==> src/rtl/control_sequencer.sv <==
// Hardwired Moore control unit for a single-bus SRC-style CPU: fetch T0-T3, opcode-driven execute T4-T8, HALT.
// Optional feature: define CTRL_BRL_EN to support brl (opcode 9); otherwise opcode 9 is flagged illegal.
module control_sequencer (
    input  logic       clk,
    input  logic       rst,
    input  logic [4:0] opcode,
    input  logic       mem_done,
    input  logic       cond,
    output logic       pc_out,
    output logic       pc_in,
    output logic       ma_in,
    output logic       md_in,
    output logic       md_out,
    output logic       md_rd,
    output logic       md_wr,
    output logic       ir_in,
    output logic       c1_out,
    output logic       c2_out,
    output logic       gra,
    output logic       grb,
    output logic       grc,
    output logic       r_in,
    output logic       r_out,
    output logic       ba_out,
    output logic       a_in,
    output logic       c_in,
    output logic       c_out,
    output logic       inc4,
    output logic       con_in,
    output logic [2:0] alu_op,
    output logic       halted,
    output logic       illegal
);

    typedef enum logic [3:0] {
        S_T0, S_T1, S_T2, S_T3, S_T4, S_T5, S_T6, S_T7, S_T8, S_HALT
    } state_t;

    typedef enum logic [3:0] {
        C_NOP, C_ALU, C_ALUI, C_LA, C_LAR, C_LD, C_ST, C_BR, C_BRL, C_STOP, C_ILL
    } cls_t;

    localparam logic [2:0] ALU_ADD = 3'd1;
    localparam logic [2:0] ALU_SUB = 3'd2;
    localparam logic [2:0] ALU_AND = 3'd3;
    localparam logic [2:0] ALU_OR  = 3'd4;

    state_t     r_state;
    cls_t       r_cls;
    logic [2:0] r_alu_op;
    state_t     w_next_state;
    cls_t       w_dec_cls;
    logic [2:0] w_dec_alu;
    cls_t       w_cls;
    logic [2:0] w_alu;

    always_comb begin
        w_dec_cls = C_ILL;
        w_dec_alu = 3'd0;
        case (opcode)
            5'd0:  w_dec_cls = C_NOP;
            5'd1:  begin w_dec_cls = C_LD;   w_dec_alu = ALU_ADD; end
            5'd3:  begin w_dec_cls = C_ST;   w_dec_alu = ALU_ADD; end
            5'd5:  begin w_dec_cls = C_LA;   w_dec_alu = ALU_ADD; end
            5'd6:  begin w_dec_cls = C_LAR;  w_dec_alu = ALU_ADD; end
            5'd8:  w_dec_cls = C_BR;
`ifdef CTRL_BRL_EN
            5'd9:  w_dec_cls = C_BRL;
`endif
            5'd12: begin w_dec_cls = C_ALU;  w_dec_alu = ALU_ADD; end
            5'd13: begin w_dec_cls = C_ALUI; w_dec_alu = ALU_ADD; end
            5'd14: begin w_dec_cls = C_ALU;  w_dec_alu = ALU_SUB; end
            5'd20: begin w_dec_cls = C_ALU;  w_dec_alu = ALU_AND; end
            5'd21: begin w_dec_cls = C_ALUI; w_dec_alu = ALU_AND; end
            5'd22: begin w_dec_cls = C_ALU;  w_dec_alu = ALU_OR;  end
            5'd23: begin w_dec_cls = C_ALUI; w_dec_alu = ALU_OR;  end
            5'd31: w_dec_cls = C_STOP;
            default: w_dec_cls = C_ILL;
        endcase
    end

    // The IR opcode only becomes valid in T4, so T4 decodes it live; later steps use the copy latched at T4.
    assign w_cls = (r_state == S_T4) ? w_dec_cls : r_cls;
    assign w_alu = (r_state == S_T4) ? w_dec_alu : r_alu_op;

    always_comb begin
        w_next_state = r_state;
        case (r_state)
            S_T0: w_next_state = S_T1;
            S_T1: w_next_state = S_T2;
            S_T2: w_next_state = mem_done ? S_T3 : S_T2;
            S_T3: w_next_state = S_T4;
            S_T4: begin
                case (w_cls)
                    C_NOP, C_ILL: w_next_state = S_T0;
                    C_STOP:       w_next_state = S_HALT;
                    default:      w_next_state = S_T5;
                endcase
            end
            S_T5: w_next_state = (w_cls == C_BR) ? S_T0 : S_T6;
            S_T6: w_next_state = (w_cls == C_LD || w_cls == C_ST) ? S_T7 : S_T0;
            S_T7: w_next_state = (w_cls == C_ST || mem_done) ? S_T8 : S_T7;
            S_T8: w_next_state = (w_cls == C_LD || mem_done) ? S_T0 : S_T8;
            S_HALT: w_next_state = S_HALT;
            default: w_next_state = S_T0;
        endcase
    end

    // NOTE: state registers use non-blocking assignments so every flop samples the pre-edge values.
    always_ff @(posedge clk) begin
        if (rst) begin
            r_state  <= S_T0;
            r_cls    <= C_NOP;
            r_alu_op <= 3'd0;
        end else begin
            r_state <= w_next_state;
            if (r_state == S_T4) begin
                r_cls    <= w_dec_cls;
                r_alu_op <= w_dec_alu;
            end
        end
    end

    // NOTE: every output gets a default before the case so no path leaves a latch behind.
    always_comb begin
        {pc_out, pc_in, ma_in, md_in, md_out, md_rd, md_wr}  = '0;
        {ir_in, c1_out, c2_out, gra, grb, grc, r_in, r_out}  = '0;
        {ba_out, a_in, c_in, c_out, inc4, con_in}            = '0;
        {halted, illegal}                                    = '0;
        alu_op = 3'd0;
        case (r_state)
            S_T0: {pc_out, ma_in, inc4, c_in} = 4'b1111;
            S_T1: {c_out, pc_in, md_rd} = 3'b111;
            S_T2: md_rd = 1'b1;
            S_T3: {md_out, ir_in} = 2'b11;
            S_T4: begin
                case (w_cls)
                    C_ALU, C_ALUI:      {grb, r_out, a_in} = 3'b111;
                    C_LA, C_LD, C_ST:   {grb, ba_out, a_in} = 3'b111;
                    C_LAR:              {pc_out, a_in} = 2'b11;
                    C_BR, C_BRL:        {grc, r_out, con_in} = 3'b111;
                    C_ILL:              illegal = 1'b1;
                    default: ;
                endcase
            end
            S_T5: begin
                case (w_cls)
                    C_ALU:  begin {grc, r_out, c_in} = 3'b111; alu_op = w_alu; end
                    C_ALUI, C_LA, C_LD, C_ST: begin {c2_out, c_in} = 2'b11; alu_op = w_alu; end
                    C_LAR:  begin {c1_out, c_in} = 2'b11; alu_op = w_alu; end
                    C_BR:   begin {grb, r_out} = 2'b11; pc_in = cond; end
                    C_BRL:  {pc_out, gra, r_in} = 3'b111;
                    default: ;
                endcase
            end
            S_T6: begin
                case (w_cls)
                    C_ALU, C_ALUI, C_LA, C_LAR: {c_out, gra, r_in} = 3'b111;
                    C_LD, C_ST:                 {c_out, ma_in} = 2'b11;
                    C_BRL:  begin {grb, r_out} = 2'b11; pc_in = cond; end
                    default: ;
                endcase
            end
            S_T7: begin
                if (w_cls == C_LD) md_rd = 1'b1;
                else               {gra, r_out, md_in} = 3'b111;
            end
            S_T8: begin
                if (w_cls == C_LD) {md_out, gra, r_in} = 3'b111;
                else               md_wr = 1'b1;
            end
            S_HALT: halted = 1'b1;
            default: ;
        endcase
    end

endmodule

==> config.mk <==
export PLATFORM = sky130hd
export DESIGN_NAME = control_sequencer
export DESIGN_NICKNAME = d
export VERILOG_FILES = /design/src/rtl/control_sequencer.sv
export SDC_FILE = /design/constraint.sdc
export NUM_CORES = 1
export LEC_CHECK = 0
export CORE_UTILIZATION = 40
export CTS_CLUSTER_DIAMETER = 100
export DETAILED_ROUTE_END_ITERATION = 10
export DONT_BUFFER_PORTS = 1
export SLEW_MARGIN = 20
export SYNTH_ARGS = -nofsm -noshare
export SYNTH_HDL_FRONTEND = slang
export SYNTH_SLANG_ARGS = --single-unit
==> constraint.sdc <==
create_clock -name clk -period 5.95 [get_ports clk]
set_clock_uncertainty 0.15 [all_clocks]
set_input_delay 0.2975 -clock clk [delete_from_list [all_inputs] [get_ports clk]]
set_output_delay 0.2975 -clock clk [all_outputs]
set_load 0.005 [all_outputs]
-- Yosys cells after proc, flatten, opt, wreduce, memory -nomap -nowiden
Index checks and enable logic that the tools add are counted.
- divide/modulo/power cells: 0
- $lt $le $gt $ge: 0
- shift operators: 0
- mux-type cells: 54
- equal/unequal tests: 32
- bitwise gates (word level): 0
- reductions and logical operators: 22
- multiply operators: 0
- $add $sub $neg: 0
- operator list (cell ; count):
    $pmux 4 s10 ; 1
    $pmux 4 s9 ; 1
    $eq 4x3->1 const B ; 8
    $mux 1 ; 30
    $eq 5x5->1 const B ; 5
    $eq 4x4->1 const B ; 5
    $eq 5x4->1 const B ; 4
    $eq 4x2->1 const B ; 4
    $reduce_or 4->1 ; 4
    $mux 3 ; 5
    $reduce_or 2->1 ; 7
    $mux 4 ; 3
    $pmux 1 s2 ; 6
    $pmux 1 s3 ; 4
    $pmux 3 s4 ; 1
    $reduce_or 6->1 ; 2
    $eq 5x3->1 const B ; 2
    $eq 4x1->1 const B ; 2
    $logic_not 4->1 ; 2
    $pmux 1 s4 ; 2
    $pmux 4 s2 ; 1
    $reduce_or 3->1 ; 2
    $eq 5x1->1 const B ; 1
    $eq 5x2->1 const B ; 1
    3 further kinds ; 5
- word-level logic and storage cells: 111
- register bits after elaboration: 11
- RAM bits: 0
- memories kept: 0
- ROM bits: 0
- latch bits: 0

-- Logic depth before layout (Yosys ltp)
- depth in word-level cells: 8
- mapped depth: 8
- depth with buffers taken out: 6

-- Worst setup path before layout
OpenSTA, ideal clock, no wires.
- kind: reg-to-output
- from: reg r_state[0]
- to: out md_rd
- required time: 5.503 ns
- setup slack: 3.324 ns
- cell stages (with the launch flop): 7
- arrival time: 2.179 ns
- cell sequence: dfxtp_1 or4b_1 buf_2 o31ai_4 nand2_2 or4b_1 a311oi_1
- cells in the longest elaborated chain, start to end: 5
- elaborated cells between the ends (all ways): 9
- classes of those cells: eq/ne: 5; mux: 3; reduce/logical: 1
- RTL lines (element ; line ; text):
    start, declared ; 48 ; state_t r_state;
    start signal, assigned ; 116 ; r_state <= w_next_state;
    $eq 4x3->1 ; 83 ; assign w_cls = (r_state == S_T4) ? w_dec_cls : r_cls;
    $mux 4 ; n/a ;
    $eq 4x3->1 ; 165 ; if (w_cls == C_LD) md_rd = 1'b1;
    $mux 1 ; 165 ;
    $pmux 1 s2 (*) ; 131 ; case (r_state)
    end, declared ; 14 ; output logic md_rd,
Every way passes the cells marked *; elsewhere a longest branch is shown, timed or not.

-- Worst setup path in the final report
Ends and elaborated chain as after synthesis.

==> out/metrics.cfg <==
[detailed_routing]
drtIter0Drc = 105
vias_per_cell = 6.15
drtPass1Iterations = 5
finalWirelength_mm = 3.78
drc_errors = 0
ant_nets = 0
num_vias = 1524
wire_per_inst_um = 15.3

[final_layout]
final_cell_mix = nand2_1, nor2_1, nor3_1, a21oi_1, o21ai_0
final_cell_area_mm2 = 0.00142
fillerInstances = 369
areaGrowthSynthToFinish_pct = 2.44
post-route-util_pct = 42.6
final_common_cell = nand2_1
layout-drive-gt1-share_pct = 6.44
ff_latch_area_um2 = 220
antenna_cells = 0
layout.nets = 212
multi_input_area_mm2 = 0.00107

[die]
die_h_um = 60.9
die_x_um = 60.9
core-area_mm2 = 0.00334
num_rows = 21
die_area_mm2 = 0.00371
pin_count = 35
initial_utilization_pct = 41.5

[global_route]
grt.total_usage_pct = 21.4
overflow = 0
grt_pass1_wl_mm = 5.92
grt_pass1_vias = 1247
antenna_found_initial = 0
grt_max_degree = 24

[yosys]
syn_avg_cell_area_um2 = 6.48
synth_top_family_by_area = simple AND/OR/NAND/NOR gates
synth-edff-count = 0
ys_ff_latch = 11
synthCells = 214
synthSimpleGateAreaFrac_pct = 42.5
yosys_most_used_dff = dfxtp_1
synth_compound_area_share_pct = 31.7
synth_mux_area_share_pct = 1.53
ys_types = 53
syn_nets = 223
async_reset_ff_share_pct = 0
synth-xor-area-share_pct = 1.26
synth_fa_ha_area_share_pct = 0
ys_warn_count = 0
netlist_area_mm2 = 0.00139
yosysSeqAreaShare_pct = 15.9

[clock_tree]
cts_made_buffers = 3
clock-sinks = 11
tritoncts = yes
clockBufferDepth = 2
ctsResizeCount = 0
cts_htree_levels = 1
postCtsSetupBuffers = 0
clkTransAtPathRegs_ns = 0.07
clk-insertion-delay-late_ns = 0.28
clockRootBuffer = clkbuf_4

[sta]
finalHoldViolCount = 0
setup_violations = 0
worstMarginPinSlew_ns = 0.688
tns_ns = 0
period_minus_slack_ns = 3.42
period_share_pct = 57.5
fmax_ghz = 0.292
maxSlewHeadroom_pct = 53.7
rsz0062_at_grt = no
final_max_slew_viol_count = 0

[setup_path]
cp.arrival_ns = 2.97
cpMostUsedCell = or4b_1
worstReg2RegStart = r_state[0]$_SDFF_PP0_
worst-path-buf-inv = 0
crit_path_max_fanout = 17
timing.rr.end = r_state[0]$_SDFF_PP0_
cpMaxStageDelayCell = or4b_1
crit_path_start_kind = register
endpoint_kind = output pin
cp_top_family = simple AND/OR/NAND/NOR gates
reg2reg_depth = 6
critPathRequiredTime_ns = 5.50
slowest_delay_ns = 0.86
cp_cell_sequence = or4b_1 -> o31ai_4 -> nand2_2 -> or4b_1 -> a311oi_1
r2r_slack_ns = 3.15
setup.worst_path.class = reg -> out

[pwr]
vdd_ir_drop_max_uv = 107
power-per-cell-area_mw_per_mm2 = 142
p_leak_uw = 0.000488

[run]
drv_cap = 0

[hold_path]
hold_start = rst
min_to = r_state[2]$_SDFF_PP0_
whs_path_depth = 2
hold_path_class = in -> reg

[placement]
dp_hpwl_mm = 2.77
place.gp.congestion = 0.842
placed_cell_area_mm2 = 0.00138
port_buffers = 0

[outcome]
outcome = finished clean

state kept, by name, indices dropped and copies added (netlist names):
name,cells
r_alu_op,3
r_cls,4
r_state,4
metal layers:
metal  GRT usage (%)  up-vias  routed length [um]
li1                -      766                   -
met1            30.4      718                1780
met2            31.6       34                1740
met3            6.18        6                 211
met4            5.84        0                  47
met5               0        -                   0
worst reg2reg max path, stage by stage, from the launching register on:
cell and delay [ns]:
dfxtp_1 0.45, or4b_1 0.86, nand2_1 0.16, o31a_1 0.35
mux2_2 0.40, a211oi_1 0.22, o21ai_0 0.10
cell families after synthesis:
family / after synthesis
xor+xnor: 2
flops: 11
buf+inv: 26
mux: 2
simple gates: 108
compound gates: 65
where the power goes:
group,internal [uW],total (uW),switching [uW]
Combinational,23.2,61.8,38.6
Clock,25.0,54.1,29.1
Sequential,77.0,85.9,8.87
timing repair:
action | in CTS | in global routing
hold buffers | 1 | 0
setup endpoints to repair | 0 | 0
endpoints found under the hold margin | 7 | 0
cells in the mapped netlist, types with 2 or more instances:
cell      instances  share of area (%)
inv_1             8                2.2
nand2_1          22                6.0
o31a_1            3                1.9
o221ai_1          2                1.3
dfxtp_1          11                 16
a31oi_1           4                1.8
clkbuf_1         16                4.3
nor3b_1           3                1.6
o22ai_1           3                1.4
nand3_1           5                1.8
a21oi_1          16                5.8
nor3_1           16                5.8
or4b_1            2                1.4
and3b_1           3                1.9
nand2b_1          8                3.6
o21a_1            2                1.1
o31ai_1           3                1.6
and3_1            2               0.90
a211oi_1          2                1.1
or3_1             3                1.4
o21ai_0          14                5.1
a311oi_1          2                1.3
nand4_1           3                1.4
or2_2             3                1.4
nor4_1            2               0.90
nor2_1           19                5.1
nand3b_1          5                2.7
o211ai_1          3                1.6
nor2b_1           5                2.3
final cells by class:
type / count / area share, %
clock buffer: 3 / 1.59
tap: 46 / 4.05
sequential: 11 / 15.5
timing repair buffer: 2 / 1.23
inverter: 8 / 2.11
multi-input combinational: 177 / 75.2
clock inverter: 1 / 0.352
stage by stage:
stage          cells  setup slack, ns  power [uW]  hold WS (ns)
6_report         248             2.53         202         0.104
5_1_grt          248             2.35         214         0.114
4_1_cts          248             2.51         203         0.101
3_5_place_dp     243             2.84         147         0.223
3_3_place_gp     243             2.83         148         0.221
2_1_floorplan    214             3.32         142         0.294
how the worst max path moves through the flow:
| stage | from | to | slack (ns) | cells past startpoint |
|---|---|---|---|---|
| after floorplan | r_state[0]$_SDFF_PP0_ | md_rd | 3.32 | 6 |
| after global placement | r_state[0]$_SDFF_PP0_ | md_rd | 2.83 | 5 |
| after detailed placement | r_state[0]$_SDFF_PP0_ | md_rd | 2.84 | 5 |
| after CTS | r_state[0]$_SDFF_PP0_ | md_rd | 2.51 | 5 |
| after global routing | r_state[0]$_SDFF_PP0_ | md_rd | 2.35 | 5 |
| final | r_state[0]$_SDFF_PP0_ | md_rd | 2.53 | 5 |
(Power assumes the default switching activity.)
